## config.mk

```make
export PLATFORM = sky130hd
export DESIGN_NAME = sar_search_flat
export DESIGN_NICKNAME = d
export VERILOG_FILES = /design/src/rtl/sar_pkg.sv /design/src/rtl/sar_search_if.sv /design/src/rtl/sar_search.sv /design/src/flat_wrapper.sv
export SDC_FILE = /design/constraint.sdc
export NUM_CORES = 1
export LEC_CHECK = 0
export BUFFER_PORTS_ARGS = -buffer_cell sky130_fd_sc_hd__buf_2
export CAP_MARGIN = 10
export CORE_UTILIZATION = 45
export DETAILED_ROUTE_END_ITERATION = 10
export PLACE_DENSITY_LB_ADDON = 0.2
export REMOVE_ABC_BUFFERS = 1
export SLEW_MARGIN = 20
export SYNTH_ARGS = -nofsm -noshare
export SYNTH_HDL_FRONTEND = slang
export SYNTH_SLANG_ARGS = --single-unit
export TNS_END_PERCENT = 100
```

## constraint.sdc

```tcl
create_clock -name clk -period 2.3 [get_ports clk]
set_input_delay 0.575 -clock clk [delete_from_list [all_inputs] [get_ports clk]]
set_output_delay 0.575 -clock clk [all_outputs]
set_load 0.05 [all_outputs]
```

## src/rtl/sar_pkg.sv

```systemverilog
// ============================================================================
// Module   : sar_pkg
// Brief    : Shared types, defaults and helpers for the SAR search engine.
// Revision : 1.0 - initial release
// ============================================================================
`default_nettype none

package sar_pkg;

    localparam int SAR_WIDTH_DEF = 4;

    typedef enum logic [1:0] {
        IDLE = 2'd0,
        TEST = 2'd1,
        DONE = 2'd2
    } sar_state_t;

    // Width of the bit pointer; never less than one bit.
    function automatic int clog2(input int value);
        int r;
        r = 1;
        for (int i = 1; i < 31; i++) begin
            if ((1 << i) < value) r = i + 1;
        end
        return r;
    endfunction

endpackage

`default_nettype wire

```

## src/rtl/sar_search_if.sv

```systemverilog
// ============================================================================
// Module   : sar_search_if
// Brief    : Comparator-side handshake of the SAR search engine.
//            SAR_EARLY_EQ_EN adds the cmp_eq flag.
// Revision : 1.0 - initial release
// ============================================================================
`default_nettype none

interface sar_search_if #(
    parameter int WIDTH = 4
);
    logic             start;
    logic             cmp_le;
`ifdef SAR_EARLY_EQ_EN
    logic             cmp_eq;
`endif
    logic [WIDTH-1:0] trial;
    logic             busy;
    logic             done;
    logic [WIDTH-1:0] result;
    logic             result_valid;

    // The search engine is the master; the comparator/requester side is the slave.
    modport master (
        input  start,
        input  cmp_le,
`ifdef SAR_EARLY_EQ_EN
        input  cmp_eq,
`endif
        output trial,
        output busy,
        output done,
        output result,
        output result_valid
    );

    modport slave (
        output start,
        output cmp_le,
`ifdef SAR_EARLY_EQ_EN
        output cmp_eq,
`endif
        input  trial,
        input  busy,
        input  done,
        input  result,
        input  result_valid
    );

endinterface

`default_nettype wire

```

## src/rtl/sar_search.sv

```systemverilog
// ============================================================================
// Module   : sar_search
// Brief    : Successive-approximation search over an external comparator.
//            Optional macro SAR_EARLY_EQ_EN ends the search on cmp_eq.
// Revision : 1.0 - initial release
// ============================================================================
`default_nettype none

module sar_search
    import sar_pkg::*;
#(
    parameter int WIDTH = SAR_WIDTH_DEF
) (
    input  logic         clk,
    input  logic         rst,
    sar_search_if.master bus
);

    localparam int               c_ptr_w      = clog2(WIDTH);
    localparam logic [c_ptr_w-1:0] c_ptr_init = c_ptr_w'(WIDTH - 1);
    localparam logic [WIDTH-1:0] c_trial_init = {1'b1, {(WIDTH-1){1'b0}}};

    sar_state_t         r_state;
    logic [c_ptr_w-1:0] r_ptr;
    logic [WIDTH-1:0]   r_trial;
    logic               r_busy;
    logic               r_done;
    logic [WIDTH-1:0]   r_result;
    logic               r_valid;

    logic [WIDTH-1:0]   w_resolved;
    logic [WIDTH-1:0]   w_next;

    // w_resolved settles the bit under test; w_next also raises the next bit.
    always_comb begin
        w_resolved = r_trial;
        if (!bus.cmp_le) w_resolved[r_ptr] = 1'b0;
        w_next = w_resolved;
        if (r_ptr != '0) w_next[r_ptr - 1'b1] = 1'b1;
    end

    always_ff @(posedge clk or posedge rst) begin
        if (rst) begin
            r_state  <= IDLE;
            r_ptr    <= '0;
            r_trial  <= '0;
            r_busy   <= 1'b0;
            r_done   <= 1'b0;
            r_result <= '0;
            r_valid  <= 1'b0;
        end else begin
            r_done <= 1'b0;
            case (r_state)
                IDLE: begin
                    if (bus.start) begin
                        r_trial <= c_trial_init;
                        r_ptr   <= c_ptr_init;
                        r_busy  <= 1'b1;
                        r_valid <= 1'b0;
                        r_state <= TEST;
                    end
                end
                TEST: begin
`ifdef SAR_EARLY_EQ_EN
                    if (bus.cmp_eq) begin
                        r_result <= r_trial;
                        r_busy   <= 1'b0;
                        r_done   <= 1'b1;
                        r_valid  <= 1'b1;
                        r_state  <= DONE;
                    end else
`endif
                    if (r_ptr == '0) begin
                        r_result <= w_resolved;
                        r_trial  <= w_resolved;
                        r_busy   <= 1'b0;
                        r_done   <= 1'b1;
                        r_valid  <= 1'b1;
                        r_state  <= DONE;
                    end else begin
                        r_trial <= w_next;
                        r_ptr   <= r_ptr - 1'b1;
                    end
                end
                DONE: begin
                    r_state <= IDLE;
                end
                default: begin
                    r_state <= IDLE;
                end
            endcase
        end
    end

    assign bus.trial        = r_trial;
    assign bus.busy         = r_busy;
    assign bus.done         = r_done;
    assign bus.result       = r_result;
    assign bus.result_valid = r_valid;

endmodule

`default_nettype wire

```

## src/flat_wrapper.sv

```systemverilog
// flat-port wrapper written by rule: the top's interface ports become plain ports
module sar_search_flat import sar_pkg::*;
#(
    parameter int WIDTH = SAR_WIDTH_DEF
)
  (clk, rst, bus_start, bus_cmp_le, bus_trial, bus_busy, bus_done, bus_result, bus_result_valid);
  sar_search_if #(.WIDTH(WIDTH)) bus_i ();
  input  logic clk;
  input  logic rst;
  input wire logic [$bits(bus_i.start)-1:0] bus_start;
  input wire logic [$bits(bus_i.cmp_le)-1:0] bus_cmp_le;
  output wire logic [$bits(bus_i.trial)-1:0] bus_trial;
  output wire logic [$bits(bus_i.busy)-1:0] bus_busy;
  output wire logic [$bits(bus_i.done)-1:0] bus_done;
  output wire logic [$bits(bus_i.result)-1:0] bus_result;
  output wire logic [$bits(bus_i.result_valid)-1:0] bus_result_valid;
  assign bus_i.start = bus_start;
  assign bus_i.cmp_le = bus_cmp_le;
  assign bus_trial = bus_i.trial;
  assign bus_busy = bus_i.busy;
  assign bus_done = bus_i.done;
  assign bus_result = bus_i.result;
  assign bus_result_valid = bus_i.result_valid;
  sar_search #(.WIDTH(WIDTH)) u_core (.clk(clk), .rst(rst), .bus(bus_i));
endmodule
```

Word level (Yosys, flattened, before mapping). Index checks and enable logic that the tools add are counted. W data, S select, Z words.

Add/sub/neg operators: 1. Multipliers: 0. Divide/modulo/power cells: 0. $lt $le $gt $ge: 4. Eq/ne operators: 4. Shift operators: 0. Muxes and demuxes: 23. Bitwise logic cells: 3. Reductions and logical operators: 11.

Operator list (number): $mux W4 (4); $mux W1 (8); $mux W2 (4); $pmux W2 S2 (2); $pmux W4 S2 (1); $lt A2 B3 Y1 const B (2); $reduce_and A2 Y1 (3); $reduce_and A3 Y1 (2); $and A4 B4 Y4 (1); $demux W1 S2 (2); $ge A2 B1 Y1 const B (2); $logic_not A2 Y1 (2); $ne A2 B2 Y1 const B (2); $not A4 Y4 (1); $or A4 B4 Y4 (1); $pmux W1 S2 (2); $reduce_bool A2 Y1 (2); $eq A2 B1 Y1 const B (1); $logic_and A1 B1 Y1 (2); $ne A2 B1 Y1 const B (1); $sub A2 B1 Y2 const B (1).

Flip-flop bits (word level): 15. Bits in latches: 0. RAM bits: 0. Bits in read-only memories: 0. Output and inout bits: 11. Word-level logic and storage cells: 53. Memories: 0.

Depth between registers and ports, before layout. Gate-level depths: netlist of the first run.

Depth in word-level cells: 11. Depth in mapped cells: 6. Mapped depth without buffers: 5.

Worst setup path before layout of the first run. Ideal clock, no wire load.

Path kind: register to register. From: reg u_core.r_ptr[0]. To: reg u_core.r_trial[0], in the netlist u_core.bus.trial[0]. Arrival time: 1.298 ns. Path slack: 0.865 ns. Cell stages (with the launch flop): 7. Clock period less this slack: 1.435 ns. Cell sequence: dfrtp_1 inv_1 ha_1 buf_6 mux2_4 nand3_2 o311ai_2.

Cells in the longest elaborated chain, start to end: 11. Elaborated cells between the ends (all ways): 20. Those cells by class: add/sub: 1; order compare: 4; mux: 8; bitwise: 3; reduce/logical: 4.

Ends and longest elaborated chain: start, declared (line sar_search.sv:24) `logic [c_ptr_w-1:0] r_ptr;`; start signal, assigned (line sar_search.sv:57) `r_ptr <= c_ptr_init;`; start signal, assigned (line sar_search.sv:82) `r_ptr <= r_ptr - 1'b1;`; parallel branches: the longest is 9 deep, another holds $lt A2 B3 Y1; $mux W4 * (line sar_search.sv:73) `if (r_ptr == '0) begin`; $pmux W4 S2 * (line sar_search.sv:53) `case (r_state)`; end signal, assigned (line sar_search.sv:56) `r_trial <= c_trial_init;`; end signal, assigned (line sar_search.sv:75) `r_trial <= w_resolved;`; end signal, assigned (line sar_search.sv:81) `r_trial <= w_next;`; end, declared (line sar_search.sv:25) `logic [WIDTH-1:0] r_trial;`.

Every way passes the cells marked *. A chain may end at the register's enable or synchronous reset.

Final worst setup path of the first run. Ends and elaborated chain as after synthesis.

==> out/results.ini, run 1 <==
[floorplan]
die_height_um = 43.4
rows = 14
pin_count = 15
die_w_um = 43.4
core-area_um2 = 1560
start_util_pct = 49.4
dieArea_um2 = 1880

[min_path]
min_path_type = in -> async

[cts]
postCtsSetupBuffers = 0
clkLatencyLatePin_ps = 280
hold_buffers = 0
max-clock-path-buffers = 2
htreeDepth = 1
cts_sinks = 15
root_buffer = clkbuf_4
numCtsBuffers = 3
cts_tree = done
cts_resized = 0
cts.clk_slew.worst_paths_ps = 90

[final_layout]
syn2layout_area_growth_pct = 12.2
multi_input_area_um2 = 339
drive_above_1_share_pct = 28.6
num_antenna_cells = 0
seq_area_um2 = 375
nets = 100
nFillCells = 144

[route]
viasPerCell = 5.35
firstDrtPassIters = 8
drtIter0Drc = 11
vias = 572
wirelength_um = 1300
drc = 2
post_drt_wl_per_cell_um = 12.1
detail-route-antenna-nets = 0

[sta]
fin_tns_setup_ps = 0
finalHoldViolCount = 0
maxSlewViolCount = 0
grt_setup_unrepaired = no
fin_crit_ps = 1640
tightest_slew_ps = 554
setup_viol = 0
fmax_ghz = 0.610
slew_headroom_pct = 63.0
clock_skew_ps = 7.29
fin_crit_sh_pct = 71.3

[synthesis]
synth_top_area_share_pct = 48.7
ys_ff_latch = 15
synth_cell_type_count = 26
synth_top_area_cell = dfrtp_1
synth.avg_cell_area_um2 = 10.3
synth_area_leaders = dfrtp_1 49%, ha_1 6.5%, o21ai_0 6.5%, nand2_1 4.9%, inv_1 3.9%
synthesis.instances = 75
synth_warnings = 0
ys_seq_area_share_pct = 48.7
synth_area_um2 = 771

[flow_run]
drv_cap = 0

[worst_setup_path]
cp.arrival_ps = 1800
worst-setup-path-type = reg -> reg
worstSetupEndpointType = flip-flop
crit_fanout = 9
crit_required_ps = 2460
critPathBufInv = 1
crit_family = flip-flops
worst_setup_path_start_kind = flip-flop
path_cells = inv_1 > ha_1 > mux2_4 > nand3_2 > o311ai_2
cpPeakStageDelay_ps = 440
ff2ff_setup_slack_ps = 660
crit_slowest_cell = dfrtp_1

[run_status]
violations = design-rule violations
status = finished, violations left

[global_route]
grt_max_degree = 16
grt_pass1_vias = 552
grt_pass1_wl_um = 2350
track_usage_pct = 17.2
overflow = 0
antenna_found_initial = 0

[placed_design]
place.port_buffers = 14
gp_congestion = 0.752
place_hpwl_um = 936

[worst paths after layout]
check,start,end,depth (start not counted)
setup / recovery,u_core.r_ptr[0],u_core.bus.trial[0],5
hold reg to reg,u_core.bus.result[2],u_core.bus.result[2],2
hold / removal,rst,u_core.bus.trial[0],2
max in group asynchronous,rst,u_core.bus.busy,2
setup reg to reg,u_core.r_ptr[0],u_core.bus.trial[0],5
min in group clk,u_core.bus.result[2],u_core.bus.result[2],2
[layout by cell type (no fill, tap or decap)]
master,count
dfrtp_1,15
buf_2,14
o21ai_0,10
nand2_1,10
inv_1,8
nor2_1,4
ha_1,4
clkbuf_4,3
nand2b_1,2
and2b_1,2
a22oi_1,2
mux2i_1,1
a21oi_1,1
nand3b_2,1
and2b_2,1
nand4_1,1
a22o_1,1
o21bai_2,1
inv_2,1
mux2_4,1
nand3_2,1
o311ai_2,1
nand3_1,1
o211ai_1,1
o21ai_1,1
mux2_2,1
a22oi_2,1
clkbuf_1,1
[metal layers]
metal,part of all wire [%],track usage (%)
met1,51,24.9
met4,1.9,9.38
met2,43,24.8
met3,3.6,2.50
met5,0,0
[cell families (layout without fill, tap and decap cells)]
logic type	after synthesis	count (layout)	synth area share, %
simple gates	23	23	15.7
compound gates	19	19	17.0
flops	15	15	48.7
buf+inv	11	27	7.30
fa+ha+maj	4	4	6.49
mux	3	3	4.71
[worst register-to-register path, delay by kind of cell (launching register included)]
kind | cells | cell delay, ps
AND/OR/NAND/NOR | 1 | 80
adder cells (fa/ha/maj) | 1 | 390
flip-flops | 1 | 440
buffers and inverters | 1 | 180
AO/OA/AOI/OAI | 1 | 90
multiplexers | 1 | 340
[registers in the layout, summed over array words and instances, names as in the netlist]
| register | flops |
|---|---|
| u_core.bus.busy | 1 |
| u_core.bus.done | 1 |
| u_core.bus.result | 4 |
| u_core.bus.result_valid | 1 |
| u_core.bus.trial | 4 |
| u_core.r_ptr | 2 |
| u_core.r_state | 2 |
[synth_stat cells (all sizes together)]
| library cell | n |
|---|---|
| o211ai | 1 |
| o21bai | 1 |
| nand4 | 1 |
| inv | 9 |
| o21ai | 11 |
| nand2 | 10 |
| nand3b | 1 |
| nand2b | 2 |
| a22o | 1 |
| mux2i | 1 |
| nand3 | 2 |
| a22oi | 3 |
| mux2 | 2 |
| dfrtp | 15 |
| buf | 2 |
| and2b | 3 |
| o311ai | 1 |
| nor2 | 4 |
| a21oi | 1 |
| ha | 4 |
[area by class of cell]
class | count | area share, %
inverter | 9 | 3.91
timing repair buffer | 14 | 8.10
multi-input combinational | 49 | 39.2
sequential | 15 | 43.4
clock buffer | 4 | 3.04
tap | 16 | 2.32
[metrics by stage]
step | instances | utilization, % | instance area, µm² | setup slack, ps | hold WS [ps]
2_1_floorplan | 73 | - | 748 | 813 | 476
3_3_place_gp | 103 | 53.8 | 838 | 762 | 457
3_5_place_dp | 103 | 53.8 | 838 | 692 | 459
4_1_cts | 107 | 55.5 | 865 | 680 | 353
5_1_grt | 107 | 55.5 | 865 | 568 | 380
6_report | 107 | 55.5 | 865 | 661 | 326
Power of run 1 is left out: the tool's default activity adds up to more than one toggle a clock period on the data nets, which glitch-free logic cannot reach.
==> run 2: changes to the inputs <==
- ABC_AREA: default -> 1
- clock period: 2.3 -> 1.6 ns (I/O delays scaled with it)
==> run 2 against run 1 <==
  * The run now ends clean
  * Count of clock-buffer cells in the layout fell by 1
  * Sequential share of layout area rose by 2.0 points
  * Global-route usage rose by 1.8 points
  * Critical path type unchanged
  * Critical endpoint is now u_core.bus.result[0]
==> out/results.ini, run 2 <==
[run_status]
status = finished clean

[sta]
fin_crit_sh_pct = 87.9
setup_viol = 0
tightest_slew_ps = 551
postLayoutSetupSlackWorst_ps = 194
grt_setup_unrepaired = no
clock_skew_ps = 6.23
fmax_ghz = 0.711
maxSlewViolCount = 0
fin_crit_ps = 1410
slew_headroom_pct = 63.2
fin_tns_setup_ps = 0
finalHoldViolCount = 0

[route]
vias = 585
wirelength_um = 1320
viasPerCell = 4.96
post_drt_wl_per_cell_um = 11.2
drc = 0
drtIter0Drc = 7
firstDrtPassIters = 4
detail-route-antenna-nets = 0

[floorplan]
die_height_um = 41.7
dieArea_um2 = 1740
start_util_pct = 51.3
core-area_um2 = 1380
die_w_um = 41.7
pin_count = 15
rows = 13

[cts]
root_buffer = clkbuf_4
numCtsBuffers = 3
clkLatencyLatePin_ps = 290
postCtsSetupBuffers = 0
cts_sinks = 15
cts_resized = 0
htreeDepth = 1
hold_buffers = 0
cts.clk_slew.worst_paths_ps = 90
max-clock-path-buffers = 2
cts_tree = done

[worst_setup_path]
crit_required_ps = 1790
ff2ff_setup_slack_ps = 190
crit_slowest_cell = dfrtp_1
worstSetupEndpointType = flip-flop
r2r_cells = 7
worst_setup_path_start_kind = flip-flop
r2r-start = u_core.r_ptr[0]
r2r_end = u_core.bus.result[0]
worst-setup-path-type = reg -> reg
crit_family = flip-flops
path_cells = inv_1 > ha_1 > nand2_2 > nor2_4 > inv_4 > nand2_1 > o21ai_2
crit_fanout = 8
worstSetupStartpoint = u_core.r_ptr[0]
critPathBufInv = 2
cp.arrival_ps = 1600
cpPeakStageDelay_ps = 440

[synthesis]
synth_area_um2 = 709
synth_top_area_share_pct = 52.9
synth_top_area_cell = dfrtp_1
ys_top_cells_by_count = 32 x nand2_1, 15 x dfrtp_1, 11 x inv_1
synth_cell_type_count = 15
synth.avg_cell_area_um2 = 8.35
synth_most_common_cell = nand2_1
ys.flop_type = dfrtp_1
synthesis.instances = 85
ys_ff_latch = 15
synth_async_sr_flop_share_pct = 100
synth_edf_count = 0
ys_seq_area_share_pct = 52.9
synth_warnings = 0
synth_area_leaders = dfrtp_1 53%, nand2_1 17%, ha_1 7.1%, inv_1 5.8%, nor2_1 4.2%

[global_route]
track_usage_pct = 19.0
grt_pass1_vias = 561
grt_max_degree = 16
grt_pass1_wl_um = 2440
antenna_found_initial = 0
overflow = 0

[final_layout]
seq_area_um2 = 375
fin_area_um2 = 826
layoutNonFillerInstCount = 118
drive_above_1_share_pct = 23.3
nets = 112
nFillCells = 130
final_cell_mix = 32 x nand2_1, 15 x dfrtp_1, 14 x buf_2, 11 x inv_1, 8 x nor2_1
multi_input_area_um2 = 283
syn2layout_area_growth_pct = 16.4
layout_commonest_cell = nand2_1
num_antenna_cells = 0

[placed_design]
place_area_um2 = 798
gp_congestion = 0.842
place.port_buffers = 14
dp.cells = 114
place_hpwl_um = 996
pre_cts_slack_ps = 205

[flow_run]
drv_cap = 0

[min_path]
min_path_type = in -> async

## run 2: worst max path at each step
stage	slack, ps	cells after the start	endpoint
final	190	7	u_core.bus.result[0]
after global routing	90	7	u_core.bus.result[1]
after CTS	190	7	u_core.bus.result[0]
after detailed placement	210	7	u_core.bus.result[0]
after global placement	250	7	u_core.bus.result[0]
after floorplan	340	7	u_core.bus.result[3]
## run 2: cells by family after synthesis
| family | Yosys count | share of synthesized area (%) |
|---|---|---|
| DFF | 15 | 52.9 |
| adders and majority gates | 4 | 7.05 |
| buffers and inverters | 13 | 7.23 |
| and+or+nand+nor | 45 | 25.8 |
| AOI/OAI and AO/OA | 8 | 7.05 |
## run 2: area by class of cell
| class | instances | share of cell area, % |
|---|---|---|
| Clock inverter | 1 | 0.606 |
| Multi-Input combinational cell | 57 | 34.2 |
| Timing Repair Buffer | 14 | 8.48 |
| Inverter | 13 | 6.21 |
| Tap cell | 15 | 2.27 |
| Clock buffer | 3 | 2.73 |
| Sequential cell | 15 | 45.5 |
## run 2: per-layer routing
layer	GRT usage [%]	wire, µm
met5	0	0
met4	11.6	38
met3	5.22	50
met2	26.9	595
met1	25.7	639
## run 2: worst register-to-register path, stage by stage (launching register included)
cell and delay (ps):
dfrtp_1 440, inv_1 150, ha_1 230, nand2_2 110, nor2_4 160, inv_4 80
nand2_1 80, o21ai_2 50
## run 2: per-stage QoR
stage	hold WS, ps	utilization [%]
floorplan	301	-
global placement	449	57.7
detailed placement	454	57.7
CTS	161	59.7
global route	184	59.7
finish	137	59.7
Power of run 2 is left out for the same reason.
